<file path="src/rtl/pixel_fifo_gen.sv">
// pixel_fifo_gen: multi-lane pixel FIFO with selectable registered or show-ahead read
module pixel_fifo_gen #(
  parameter int PIX_WIDTH  = 16,
  parameter int LANES      = 1,
  parameter int DEPTH      = 8,
  parameter int AFULL_TH   = 6,
  parameter int AEMPTY_TH  = 1,
  parameter int SHOW_AHEAD = 0
) (
  input  logic                             clk,
  input  logic                             reset,
  input  logic                             flush,
  input  logic                             load,
  input  logic [LANES*PIX_WIDTH-1:0]       pix_in,
  input  logic                             req_out,
  output logic [LANES*PIX_WIDTH-1:0]       pix_out,
  output logic                             ack_out,
  output logic [$clog2(DEPTH+1)-1:0]       fill,
  output logic                             full,
  output logic                             empty,
  output logic                             almost_full,
  output logic                             almost_empty,
  output logic                             overflow,
  output logic                             underflow
);
  localparam int W  = LANES * PIX_WIDTH;
  localparam int FW = $clog2(DEPTH + 1);
  localparam int PW = $clog2(DEPTH);
  logic [W-1:0]  mem [DEPTH];
  logic [PW-1:0] wr_ptr, rd_ptr;
  logic [W-1:0]  pix_q;
  logic          ack_q, pop_acc, push_acc;
  function automatic logic [PW-1:0] nxt(input logic [PW-1:0] p);
    return p == PW'(DEPTH - 1) ? '0 : p + 1'b1;
  endfunction
  assign full         = fill == FW'(DEPTH);
  assign empty        = fill == '0;
  assign almost_full  = fill >= FW'(AFULL_TH);
  assign almost_empty = fill <= FW'(AEMPTY_TH);
  assign pop_acc      = req_out & ~empty;
  assign push_acc     = load & (~full | pop_acc);
  // Show-ahead masks the unreset storage so pix_out reads 0 while empty.
  assign pix_out = SHOW_AHEAD != 0 ? (empty ? '0 : mem[rd_ptr]) : pix_q;
  assign ack_out = SHOW_AHEAD != 0 ? ~empty : ack_q;
  always_ff @(posedge clk)
    if (push_acc && !flush) mem[wr_ptr] <= pix_in;
  always_ff @(posedge clk or negedge reset) begin
    if (!reset) begin
      wr_ptr    <= '0;
      rd_ptr    <= '0;
      fill      <= '0;
      overflow  <= 1'b0;
      underflow <= 1'b0;
      ack_q     <= 1'b0;
      pix_q     <= '0;
    end else if (flush) begin
      wr_ptr    <= '0;
      rd_ptr    <= '0;
      fill      <= '0;
      overflow  <= 1'b0;
      underflow <= 1'b0;
      ack_q     <= 1'b0;
    end else begin
      if (push_acc) wr_ptr <= nxt(wr_ptr);
      if (pop_acc) rd_ptr <= nxt(rd_ptr);
      if (pop_acc) pix_q <= mem[rd_ptr];
      fill      <= fill + FW'(push_acc) - FW'(pop_acc);
      overflow  <= overflow | (load & ~push_acc);
      underflow <= underflow | (req_out & empty);
      ack_q     <= pop_acc;
    end
  end
endmodule
</file>
<file path="config.mk">
export PLATFORM = sky130hd
export DESIGN_NAME = pixel_fifo_gen
export DESIGN_NICKNAME = d
export VERILOG_FILES = /design/src/rtl/pixel_fifo_gen.sv
export SDC_FILE = /design/constraint.sdc
export NUM_CORES = 1
export LEC_CHECK = 0
export CELL_PAD_IN_SITES_DETAIL_PLACEMENT = 1
export CELL_PAD_IN_SITES_GLOBAL_PLACEMENT = 1
export CORE_MARGIN = 5
export CORE_UTILIZATION = 50
export CTS_CLUSTER_SIZE = 8
export DETAILED_ROUTE_END_ITERATION = 8
export PLACE_DENSITY = 0.83
export SLEW_MARGIN = 20
export SYNTH_ARGS = -nofsm -noshare
export SYNTH_HDL_FRONTEND = slang
export SYNTH_SLANG_ARGS = --single-unit
</file>
<file path="constraint.sdc">
create_clock -name clk -period 3.6 [get_ports clk]
set_input_delay 0.54 -clock clk [delete_from_list [all_inputs] [get_ports clk]]
set_output_delay 0.54 -clock clk [all_outputs]
set_load 0.05 [all_outputs]
</file>
Word-level counts from Yosys, hierarchy flattened:

Memory sizes are Yosys's and may differ from the RTL's. A register that Yosys moved wholly into a read port is not among the register bits.
Index checks and enable logic that the tools add are counted.

* $add $sub $neg: 4
* $lt $le $gt $ge: 2
* equality and inequality tests: 3
* multiplexer cells: 12
* bitwise gates (word level): 11
* reduce and logical (&&, ||, !) cells: 7

Operator list (number)
* $mux W3: 6
* $add A3 B1 Y3 const B: 2
* $eq A3 B3 Y1 const B: 2
* $mux W1: 5
* $add A4 B1 Y4: 1
* $and A1 B1 Y1: 4
* $eq A4 B4 Y1 const B: 1
* $ge A4 B3 Y1 const B: 1
* $le A4 B1 Y1 const B: 1
* $logic_not A4 Y1: 1
* $mux W4: 1
* $not A1 Y1: 4
* $reduce_bool A2 Y1: 2
* $sub A4 B1 Y4: 1
* $or A1 B1 Y1: 3
* $logic_not A1 Y1: 2
* $reduce_and A2 Y1: 1
* $logic_and A1 B1 Y1: 1

* register bits: 13
* RAM bits: 128
* input port bits: 21
* output and inout port bits: 27
* logic and storage cells: 46
* memories: 1

Memories
* mem: depth 8, width 16, rd ports 1, clocked after Yosys merged registers in 1, write ports 1, RTL line 29 `logic [W-1:0] mem [DEPTH];`

Logic depth before layout (Yosys ltp):

Gate-level depths: netlist of the first run.

* depth in word-level cells: 9
* mapped depth: 11
* gate-level depth less buffers: 10

Worst setup path before layout of the first run:

No wires, ideal clock.

* path type: register to register
* start: register fill[2]
* end: memory mem[0][0] (netlist name) (enable)
* library setup time: 436 ps
* arrival: 3152 ps
* setup slack: 12 ps
* stages on the path, launching flop included: 6
* period minus slack after synthesis: 3588 ps
* cell sequence: dfrtp_1 inv_1 ha_1 and2b_1 o21ai_4 nor4b_1

* word-level cells in the longest chain between the ends: 8
* elaborated cells between the ends (all ways): 10

Ends and longest elaborated chain
* start, declared: RTL line 18 `output logic [$clog2(DEPTH+1)-1:0] fill,`
* start signal, assigned: RTL line 67 `fill <= fill + FW'(push_acc) - FW'(pop_acc);`
* $logic_not A4 Y1: RTL line 37 `assign empty = fill == '0;`
* $not A1 Y1
* $and A1 B1 Y1: RTL line 40 `assign pop_acc = req_out & ~empty;`
* $or A1 B1 Y1 (*): RTL line 41 `assign push_acc = load & (~full | pop_acc);`
* $and A1 B1 Y1 (*): RTL line 41
* $logic_and A1 B1 Y1 (*): RTL line 46 `if (push_acc && !flush) mem[wr_ptr] <= pix_in;`
* $mux W1 (*): RTL line 46
* $mux W1 (not written as such) (*): RTL line 46
* end, declared: RTL line 29

Every way passes the cells marked *; elsewhere a longest branch is shown, timed or not.

Worst setup path after layout of the first run:

* start: register fill[2]
* end: output port full

* word-level cells in the longest chain between the ends: 1

Ends and longest elaborated chain
* $eq A4 B4 Y1: RTL line 36 `assign full = fill == FW'(DEPTH);`
* end, declared: RTL line 19 `output logic full,`

No other way between the ends.

==> run summary, run 1 <==
Startpoint of the most critical register-to-register path: fill[2]. The first detailed-routing pass took 4 iterations. In this run, the number of DRC markers left after iteration 0 of detailed routing was 287.

Prior to clock tree synthesis, the placed netlist has a worst setup slack of 0.8329 ns. The leakage component of the power was 0.002747 µW. The critical path is of the flip-flop to primary output type. The cell count after synthesis came out at 361. The class of the tightest hold or removal check is flip-flop to flip-flop.

The run gives 0 as the number of max-cap violations. The number of buffers inserted by port buffering was 47; the routed length per instance was 23.26 µm. The count of cells along the worst hold path is 2, and the diode insertion count for antenna repair is 0. The routed design has 14150 µm of wire. For the worst setup path, the data required time is 3.06 ns.

For the number of filler instances in the final layout, the log shows 1119. The logs give 0.7087 for the sequential fraction of the synthesis area and 2 for the buffer levels on the longest clock path. The worst path meets setup with 0.5718 ns of slack. The run gives 3668 as the number of global-route vias before repair. Arrival time reported for the critical path endpoint: 2.49 ns. The H-tree was split into 4 levels. In the layout the commonest cells are 128 x edfxtp_1, 69 x mux2i_1, 47 x clkdlybuf4s50_1. The synthesized area was 6447 µm². The synthesized design contains 157 register bits.

Routability-driven placement finished with a final weighted congestion of 0.7332. Initial core utilization: 0.5109. Measured along the y axis, the die boundary spans 123.6 µm.

The average size of a mapped cell was 17.86 µm². TritonCTS built the clock tree. The logs give 0.4496 for the headroom to the max-slew limit and 68 for the pin count of the biggest net entering global routing.

For the finished layout, the period the worst path requires is 3.028 ns. Global routing finished with a remaining overflow of 0. In this run the count of I/O pins placed on the die edge is 48. The number of nets at the end of the flow is 456, and the global-route total usage across every layer is 0.2018.

The Yosys step of the flow raised 0 warnings. The share of layout cells above drive strength 1 was 0.1789. The worst register-to-register path has a setup slack of 0.88 ns. The flow ran to the end, and the final reports show no timing, DRC or antenna violations. The beginning of the worst hold path was overflow. After floorplanning, the core was sized to cover 12620 µm². After routing, the total negative slack on setup checks comes to 0 ns.

The die width came out at 123.6 µm. The peak fanout along the critical path works out to 4. Between clock sinks in the finished design, the worst skew comes to 0.008820 ns. The clock slew seen by the registers of the worst setup and hold paths was 0.06 ns; the initial antenna violation count was 0.

The number of gates resized after CTS was 0. The area growth from synthesis to layout is 20.32%. Hold repair after CTS inserted 0 buffers. The post-route fraction of the period consumed by the critical path is 0.8412.

The worst setup path is captured at a primary output. The category of the worst setup path launch point was a flip-flop. The path with the worst hold slack has its endpoint at overflow. After floorplanning, the core was divided into 41 placement rows.

The commonest non-fill, non-tap cell in the layout is edfxtp_1. The logs give 404.1 µV for the maximum VDD drop and 8584 µm for the post-detailed-placement half-perimeter wirelength. The number of nets in the synthesized netlist is 394. The run gives 40 as the count of cell types in the netlist.

The die covers 15270 µm². Setup repair after global routing left no endpoint under its margin. The final hold violation count was 0; the depth of the worst register-to-register path was 10. For the first-pass GRT wire length, the log shows 21810 µm. The number of sinks driven by the clock tree came out at 157.

Slew of the pin with the lowest slew margin: 0.8256 ns. The number of buffers added for setup after CTS came out at 0. The later pin in the worst-skew pair is clocked with a latency of 0.43 ns. Derived from the worst setup path, the maximum achievable clock frequency is 330.2 MHz.

Using the TritonRoute via totals, the vias-per-cell ratio works out to 5.561. The master cell of the clock root buffer is clkbuf_16. In this run the power density over the cells is 763.6 nW/µm². Summing over every cut layer, the via total after detailed routing is 3381.

The reg-to-reg critical path endpoint is fill[3]. For the number of slew-limit violations in the final report, the log shows 0. DRC violation count after routing: 0. The remaining antenna violation count is 0, and the setup-violating endpoint count in the final report is 0. The run gives 17 as the clock buffer count from CTS.
-- critical path: stages (launching register included) --
cell,delay (ns)
dfrtp_1,0.40
inv_1,0.14
ha_1,0.17
or3b_1,0.44
inv_1,0.11
clkdlybuf4s50_1,0.81
-- report_power, final --
group	total, µW	switching, µW	internal [µW]
Sequential	2300	159	2140
Combinational	1740	1020	718
Clock	1890	693	1190
Total	5920	1870	4050
-- kinds of logic (layout without fill, tap and decap cells) --
group / after synthesis / in the layout / share of synthesized area
DFF: 157 / 157 / 0.7087
muxes: 85 / 85 / 0.1403
AOI/OAI and AO/OA: 42 / 42 / 0.06268
and+or+nand+nor: 40 / 40 / 0.03474
buffers and inverters: 23 / 98 / 0.02639
adders and majority gates: 12 / 12 / 0.02445
xor gates and xnor gates: 2 / 2 / 0.002717
-- routing by layer --
metal / vias to the layer above / wire length [µm] / share of wire / global-route usage
met4: 0 / 206 / 0.015 / 0.06090
met2: 67 / 7406 / 0.52 / 0.3456
met1: 1760 / 6020 / 0.43 / 0.2505
li1: 1539 / - / - / -
met5: - / 0 / 0 / 0
met3: 15 / 511 / 0.036 / 0.05581
-- final cells by class --
class	instances	area, µm²	share of cell area
clock inverters	11	165.2	0.02129
repair buffers	62	603.1	0.07774
flip-flops and latches	157	4573	0.5895
multi-input cells	181	1725	0.2224
well taps	172	215.2	0.02774
inverters	4	15.01	0.001935
clock buffers	21	460.4	0.05935
-- sequential cells by signal, indices dropped and copies added, names as in the netlist --
signal     count
ack_out        1
pix_out       16
fill           4
wr_ptr         3
rd_ptr         3
overflow       1
mem          128
underflow      1
-- how the worst max path moves through the flow --
stage	startpoint	endpoint	slack, ns	cells after the start
final	fill[2]	full	0.57	5
after global routing	fill[2]	full	0.48	5
after CTS	fill[2]	full	0.55	5
after detailed placement	req_out	fill[3]	0.83	8
after global placement	req_out	fill[3]	0.94	8
after floorplan	fill[2]	mem[0][0]	0.01	5
-- cells in the mapped netlist --
master | instances | area (µm²)
o211ai_1 | 1 | 7.510
edfxtp_1 | 128 | 3844
a31oi_1 | 1 | 6.260
and3_1 | 2 | 12.51
fa_1 | 1 | 20.02
or2_2 | 1 | 6.260
mux2_4 | 9 | 135.1
ha_1 | 11 | 137.6
or3b_1 | 1 | 8.760
buf_6 | 4 | 45.04
nor3_1 | 1 | 5.000
clkbuf_2 | 2 | 10.01
buf_8 | 1 | 15.01
nor3b_2 | 1 | 12.51
o21ai_4 | 1 | 16.27
buf_4 | 5 | 37.54
nand2b_1 | 1 | 6.260
nor2b_1 | 4 | 25.02
buf_12 | 1 | 20.02
or3_1 | 2 | 12.51
nor2_8 | 1 | 20.02
nor2_1 | 15 | 56.30
a22o_1 | 16 | 140.1
a221oi_1 | 7 | 61.31
mux2_2 | 7 | 78.83
buf_2 | 4 | 20.02
clkbuf_1 | 2 | 7.510
dfrtp_1 | 29 | 725.7
a221oi_2 | 9 | 135.1
nor4b_1 | 1 | 8.760
nor4_1 | 1 | 6.260
mux2i_1 | 69 | 690.7
inv_1 | 4 | 15.01
and2b_1 | 1 | 7.510
and2_1 | 1 | 6.260
a21oi_1 | 6 | 30.03
xnor2_1 | 2 | 17.52
nand3b_1 | 1 | 7.510
nand2_1 | 6 | 22.52
a21o_1 | 1 | 7.510
-- metrics by stage --
step | instance area (µm²) | total power, µW | util | std cells | hold slack [ns]
after detailed placement | 7104 | 4071 | 0.5630 | 575 | 0.4981
after global placement | 7104 | 3994 | 0.5630 | 575 | 0.4815
final | 7757 | 5924 | 0.6147 | 608 | 0.5054
after CTS | 7730 | 5964 | 0.6125 | 607 | 0.5105
after global routing | 7757 | 6156 | 0.6147 | 608 | 0.5292
after floorplan | 6447 | 3567 | - | 361 | 0.2444
No activity file was read; power rests on OpenSTA's default activity.
==> run 2: changes to the inputs <==
clock period = 3.1 ns   (was 3.6 ns; I/O delays follow)
==> run 2 against run 1 <==
Against the previous run:
- final cell count increased by 0.33%
- worst setup slack got worse by 0.35 ns
- die area unchanged
- largest cell class unchanged
==> run summary, run 2 (same netlist as run 1, synthesis figures left out) <==
After clock tree synthesis, the flow added hold-fix buffers numbering 0. At the pin with the least slew margin, the transition time is 0.9470 ns. The number of slew-limit violations in the final report came out at 0. Data arrives at the worst endpoint at 2.41 ns.

Entering global routing, the biggest net connects 54 pins. In this run the number of H-tree levels came out at 4. After the first detailed-routing iteration, the DRC count stood at 265. Setup repair after global routing left no endpoint under its margin. The area growth from synthesis to layout is 20.71%.

The share of layout cells above drive strength 1 came out at 0.1804. Final hold analysis gives a worst-case slack of 0.5047 ns. During I/O placement, the number of pins put on the boundary was 48. Number of max-cap violations: 0. The run gives 0.2077 as the global-route total usage across every layer. Initial antenna violation count: 0. The signal on the critical path passes through inv_1, ha_1, or3b_1, inv_1, clkdlybuf4s50_1.

The initial core utilization was 0.5109; the die height was 123.6 µm. The count of buffers added on input and output ports is 47. Startpoint of the most critical register-to-register path: fill[2].

Last element of the critical path: full. The run finished with clean final reports. Clock latency on the worst-skew pair, taken at its later pin, is 0.43 ns.

The depth of the worst register-to-register path works out to 9. The floorplan step set the die width to 123.6 µm. STA classifies the critical path endpoint as a primary output. Adding up every negative setup slack in the final design gives 0 ns.

The largest single stage delay on the critical path is 0.80 ns. TritonCTS built the clock tree. The tightest min-delay check is of the input port to async pin type. The clock buffer count from CTS was 17; the post-route fraction of the period consumed by the critical path was 0.9287.

The power density over cell area is 889.8 nW/µm². Summing over every cut layer, the via total after detailed routing is 3396. The longest clock path from root to sink contains 2 buffers. The first global-routing pass estimated 22700 µm of wire.

The number of buffers added for setup after CTS is 0. The worst setup path is launched from a flip-flop. The number of cells in the finished layout apart from fillers was 610; the DRC violation count after routing was 0. In this run, placement finished with an instance count of 578.

Once detail routing completed, the nets flagged for antenna violations numbered 0. The first detailed-routing pass took 4 iterations. The placeable core region was 12620 µm²; the number of flip-flops under the largest register name was 128. The number of global-route vias before repair is 3864. The floorplan step defined a die boundary enclosing 15270 µm². The run gives 0.53 ns as the register-to-register path setup slack. Wires add up to 14390 µm. The run gives 0 as the number of cells upsized or downsized after cts. Clock tree synthesis found a total of 157 sinks.

The diode insertion count for antenna repair is 0. The critical path is of the flip-flop to primary output type. For this run, the top clock speed supported by timing is 347.3 MHz. STA puts the critical path data required time at 2.63 ns. More flip-flops sit in one register than any other, and that register is mem. Launching element of the worst setup path: fill[2]. The number of nets at the end of the flow is 458.

The worst path in the final design needs a cycle of 2.879 ns, including I/O delays and setup. The number of placement rows was 41; the global placement routability congestion was 0.7212. The average vias per placed instance is 5.567, and the clock slew seen by the registers of the worst setup and hold paths is 0.06 ns. For this design the static power due to leakage is 0.002752 µW. The total overflow left after global routing is 0. Detailed placement finished with a half-perimeter wire length of 8481 µm. Across the routed clock network, the largest skew measured is 0.007269 ns. Fill cells in the final layout number 1149. In this run the worst path has a maximum fanout of 4. The worst-case IR drop observed on VDD is 491.0 µV.

In the final routed layout, each cell accounts on average for 23.60 µm. Commonest non-fill, non-tap cell in the layout: edfxtp_1. The final hold violation count was 0.

The most prevalent standard cell on the critical path was inv_1. Setup violations remaining at the end of the flow were counted as 0. CTS placed an instance of clkbuf_16 at the clock tree root. The tools report the reg-to-reg critical path endpoint as fill[2]. The top cell types in the final layout, fill and taps aside, are 128 x edfxtp_1, 69 x mux2i_1, 47 x clkdlybuf4s50_1. The slowest stage of the critical path belongs to the cell clkdlybuf4s50_1.

For the headroom to the max-slew limit, the log shows 0.3673.
## run 2: metal layers
layer	share of wire	up-vias	GRT usage	wire [µm]
li1	-	1545	-	-
met2	0.54	67	0.3670	7741
met1	0.41	1770	0.2506	5949
met3	0.037	14	0.05215	533
met4	0.012	0	0.06367	170
met5	0	-	0	0
## run 2: worst min path at each step
stage | to | slack [ns]
after floorplan | ack_out | 0.17
after global placement | underflow | 0.48
after detailed placement | pix_out[9] | 0.50
after CTS | pix_out[5] | 0.51
after global routing | rd_ptr[0] | 0.53
final | ack_out | 0.50
## run 2: worst max-delay path, delay by kind of cell, from the launching register on
kind,cells,cell delay [ns]
flops,1,0.39
fa+ha+maj,1,0.15
simple gates,1,0.42
buf+inv,3,1.03
## run 2: area by class of cell
type                       instances  area, µm²  share of cell area
multi-input combinational        181       1743              0.2240
sequential                       157       4573              0.5876
clock inverter                    13      195.2             0.02508
tap                              172      215.2             0.02765
inverter                           4      15.01            0.001929
clock buffer                      19      442.9             0.05691
timing repair buffer              64      598.1             0.07685
## run 2: power breakdown
part	leakage, µW	switching [µW]	internal (µW)
clock network	0.000304	808	1440
logic	0.000932	1130	830
registers	0.00152	232	2480
total	0.00275	2170	4750
## run 2: stage by stage
step,cell area (µm²),total power (µW),util,setup WS [ns]
finish,7782,6925,0.6167,0.2209
global route,7782,7208,0.6167,0.1408
CTS,7782,6989,0.6167,0.1922
detailed placement,7144,4720,0.5661,0.5318
global placement,7144,4647,0.5661,0.5949
floorplan,6460,4145,-,0.06762
==> run 3: changes to the inputs <==
CORE_UTILIZATION = 45   (was 50)
PLACE_DENSITY = 0.79   (was 0.83)
clock period = 2.6 ns   (was 3.1 ns; I/O delays follow)
==> run 3 against run 2 <==
Against the previous run:
- first-iteration DRC count decreased by 45%
- core utilization decreased by 5.7 points
- sequential power rose by 17%
- clock skew is 0.0013 ns lower
- wire length decreased by 3.0%
- clock power grew 5%
- via count down 0.24%
- register-to-register slack lost 0.17 ns
- clock-buffer cell count grew 6
- non-clock buffer count is 8 higher
- sequential cell count did not move
- global-route usage shrank 2.6 points
==> run summary, run 3 (same netlist as run 1, synthesis figures left out) <==
STA puts the critical path data arrival time at 2.09 ns. Dividing the detail-routed via count by the number of cells gives 5.412. The tree is rooted in a clkbuf_16.

The standard cell area after detailed placement is 7274 µm². The global-route total usage across every layer was 0.1815. The tools report the buffer levels on the longest clock path as 2.

The logs give 13960 µm for the wire length reported by the detailed router and 0 for the total global routing overflow. The power density over cell area was 1025 nW/µm²; the die width was 129.7 µm. The setup clock skew after layout was 0.005976 ns; the headroom to the max-slew limit was 0.6423.

The die is 129.7 µm tall. Leaving out fill and tap cells, the most frequent cell in the layout is edfxtp_1. CTS built an H-tree with a depth of 4. In this run the worst path has a maximum fanout of 4. The routed length per instance is 22.30 µm. The run gives 2.21 ns as the critical path data required time. Compared with the post-synthesis result, the final layout area differs by 21.48%. After floorplanning, the core was divided into 43 placement rows. The register with the most flip-flops in the layout has 128 of them. Routability-driven placement finished with a final weighted congestion of 0.7635.

Prior to clock tree synthesis, the placed netlist has a worst setup slack of 0.2846 ns. More flip-flops sit in one register than any other, and that register is mem. After layout, the worst setup slack is 0.1250 ns. The total area inside the core boundary comes to 13990 µm². The post-route fraction of the period consumed by the critical path was 0.9519. The count of buffers added on input and output ports is 47. STA classifies the critical path endpoint as a primary output. The clock reaches the later pin of the worst-skew pair after 0.42 ns.

The tools report the first-pass GRT wire length as 22110 µm. The run finished with clean final reports. The total area of sequential cells was 4576 µm². The share of layout cells above drive strength 1 was 0.2040.

Setup repair after global routing left no endpoint under its margin. In the layout the commonest cells are 128 x edfxtp_1, 69 x mux2i_1, 45 x clkdlybuf4s50_1. The number of global-route vias before repair is 3915, and the initial core utilization is 0.4609.

The worst setup path is launched from a flip-flop. The utilization of the core after routing was 0.5599; the number of placed I/O pins was 48. In the routed design, unresolved DRC markers number 0. The repair_antennas step left the layout with diodes totalling 0. Entering global routing, the biggest net connects 31 pins. Detailed placement ended at an HPWL of 8926 µm. The kind of critical path is flip-flop to primary output.

Counting the buffers created by CTS gives 17. The logs give 0 for the number of slew-limit violations in the final report and 4 for the number of optimization iterations in the first detailed-route pass. Max-cap violations in this run came to 0.

The layout has 1291 filler cells. The net count of the finished layout is 466. Shortest period the worst path allows: 2.475 ns. Class of the tightest hold or removal check: input port to async pin.

For this design, the sink count on the clock tree is 157. For this block, the initial DRC count from the detailed router was 146. The hold-fix buffer count after cts came out at 0.

The multi-input logic area is 1778 µm², and the final hold violation count is 0. The setup-violating endpoint count in the final report was 0. The final route contains 3388 vias. Counting cells, the worst reg-to-reg path comes to 9. The maximum VDD drop came out at 604.8 µV.

In this run the remaining antenna-violating nets after routing total 0. In this run the register-to-register setup slack is 0.36 ns. The die covers 16820 µm². For the initial antenna violation count, the log shows 0. Clock-pin slew was measured on the worst setup and hold paths at 0.06 ns. For the pin with the worst max-slew slack, the measured transition is 0.5366 ns.

Derived from the worst setup path, the maximum achievable clock frequency is 404.0 MHz. The analysis attributes to cell leakage a power of 0.002781 µW. TritonCTS built the clock tree.

After routing the design area is 7833 µm².
run 3: stage by stage:
| step | total power [µW] | setup TNS (ns) | hold slack, ns | cells |
|---|---|---|---|---|
| detailed placement | 5721 | 0 | 0.4969 | 594 |
| floorplan | 5009 | -0.1500 | 0.09441 | 361 |
| finish | 8025 | 0 | 0.3037 | 626 |
| global placement | 5642 | 0 | 0.4894 | 594 |
| CTS | 8117 | 0 | 0.2961 | 626 |
| global route | 8364 | 0 | 0.3188 | 626 |
run 3: per-layer routing:
metal / global-route usage / vias up / wire [µm]
met1: 0.2184 / 1759 / 5842
met3: 0.04789 / 17 / 425
met2: 0.3133 / 55 / 7443
li1: - / 1557 / -
met5: 0 / - / 0
met4: 0.07029 / 0 / 250
run 3: layout make-up:
cell class / instances / area share
Multi-Input combinational cell: 181 / 0.2270
Sequential cell: 157 / 0.5842
Tap cell: 180 / 0.02875
Clock buffer: 25 / 0.05942
Inverter: 4 / 0.001917
Timing Repair Buffer: 72 / 0.08722
Clock inverter: 7 / 0.01150
run 3: power breakdown:
part           switching (µW)  total [µW]  internal [µW]
clock network             931        2360           1430
registers                 193        3160           2960
logic                    1450        2500           1050
total                    2580        8030           5450
run 3: final timing paths:
path,endpoint,startpoint
max,almost_empty,fill[3]
min,pix_out[6],reset
max reg2reg,fill[2],fill[2]
min reg2reg,pix_out[2],pix_out[2]
max in group asynchronous,fill[2],reset
min in group clk,pix_out[2],pix_out[2]
run 3: repair_timing:
action                     4_1_cts  5_1_grt
gates resized for setup          0        1
setup endpoints to repair        0        1
buffers inserted                 0        0
run 3: critical path: stages (launching register included):
cell and delay, ns:
dfrtp_2 0.42, inv_2 0.11, ha_4 0.16, a21oi_1 0.06
a21oi_1 0.12, clkdlybuf4s50_1 0.81
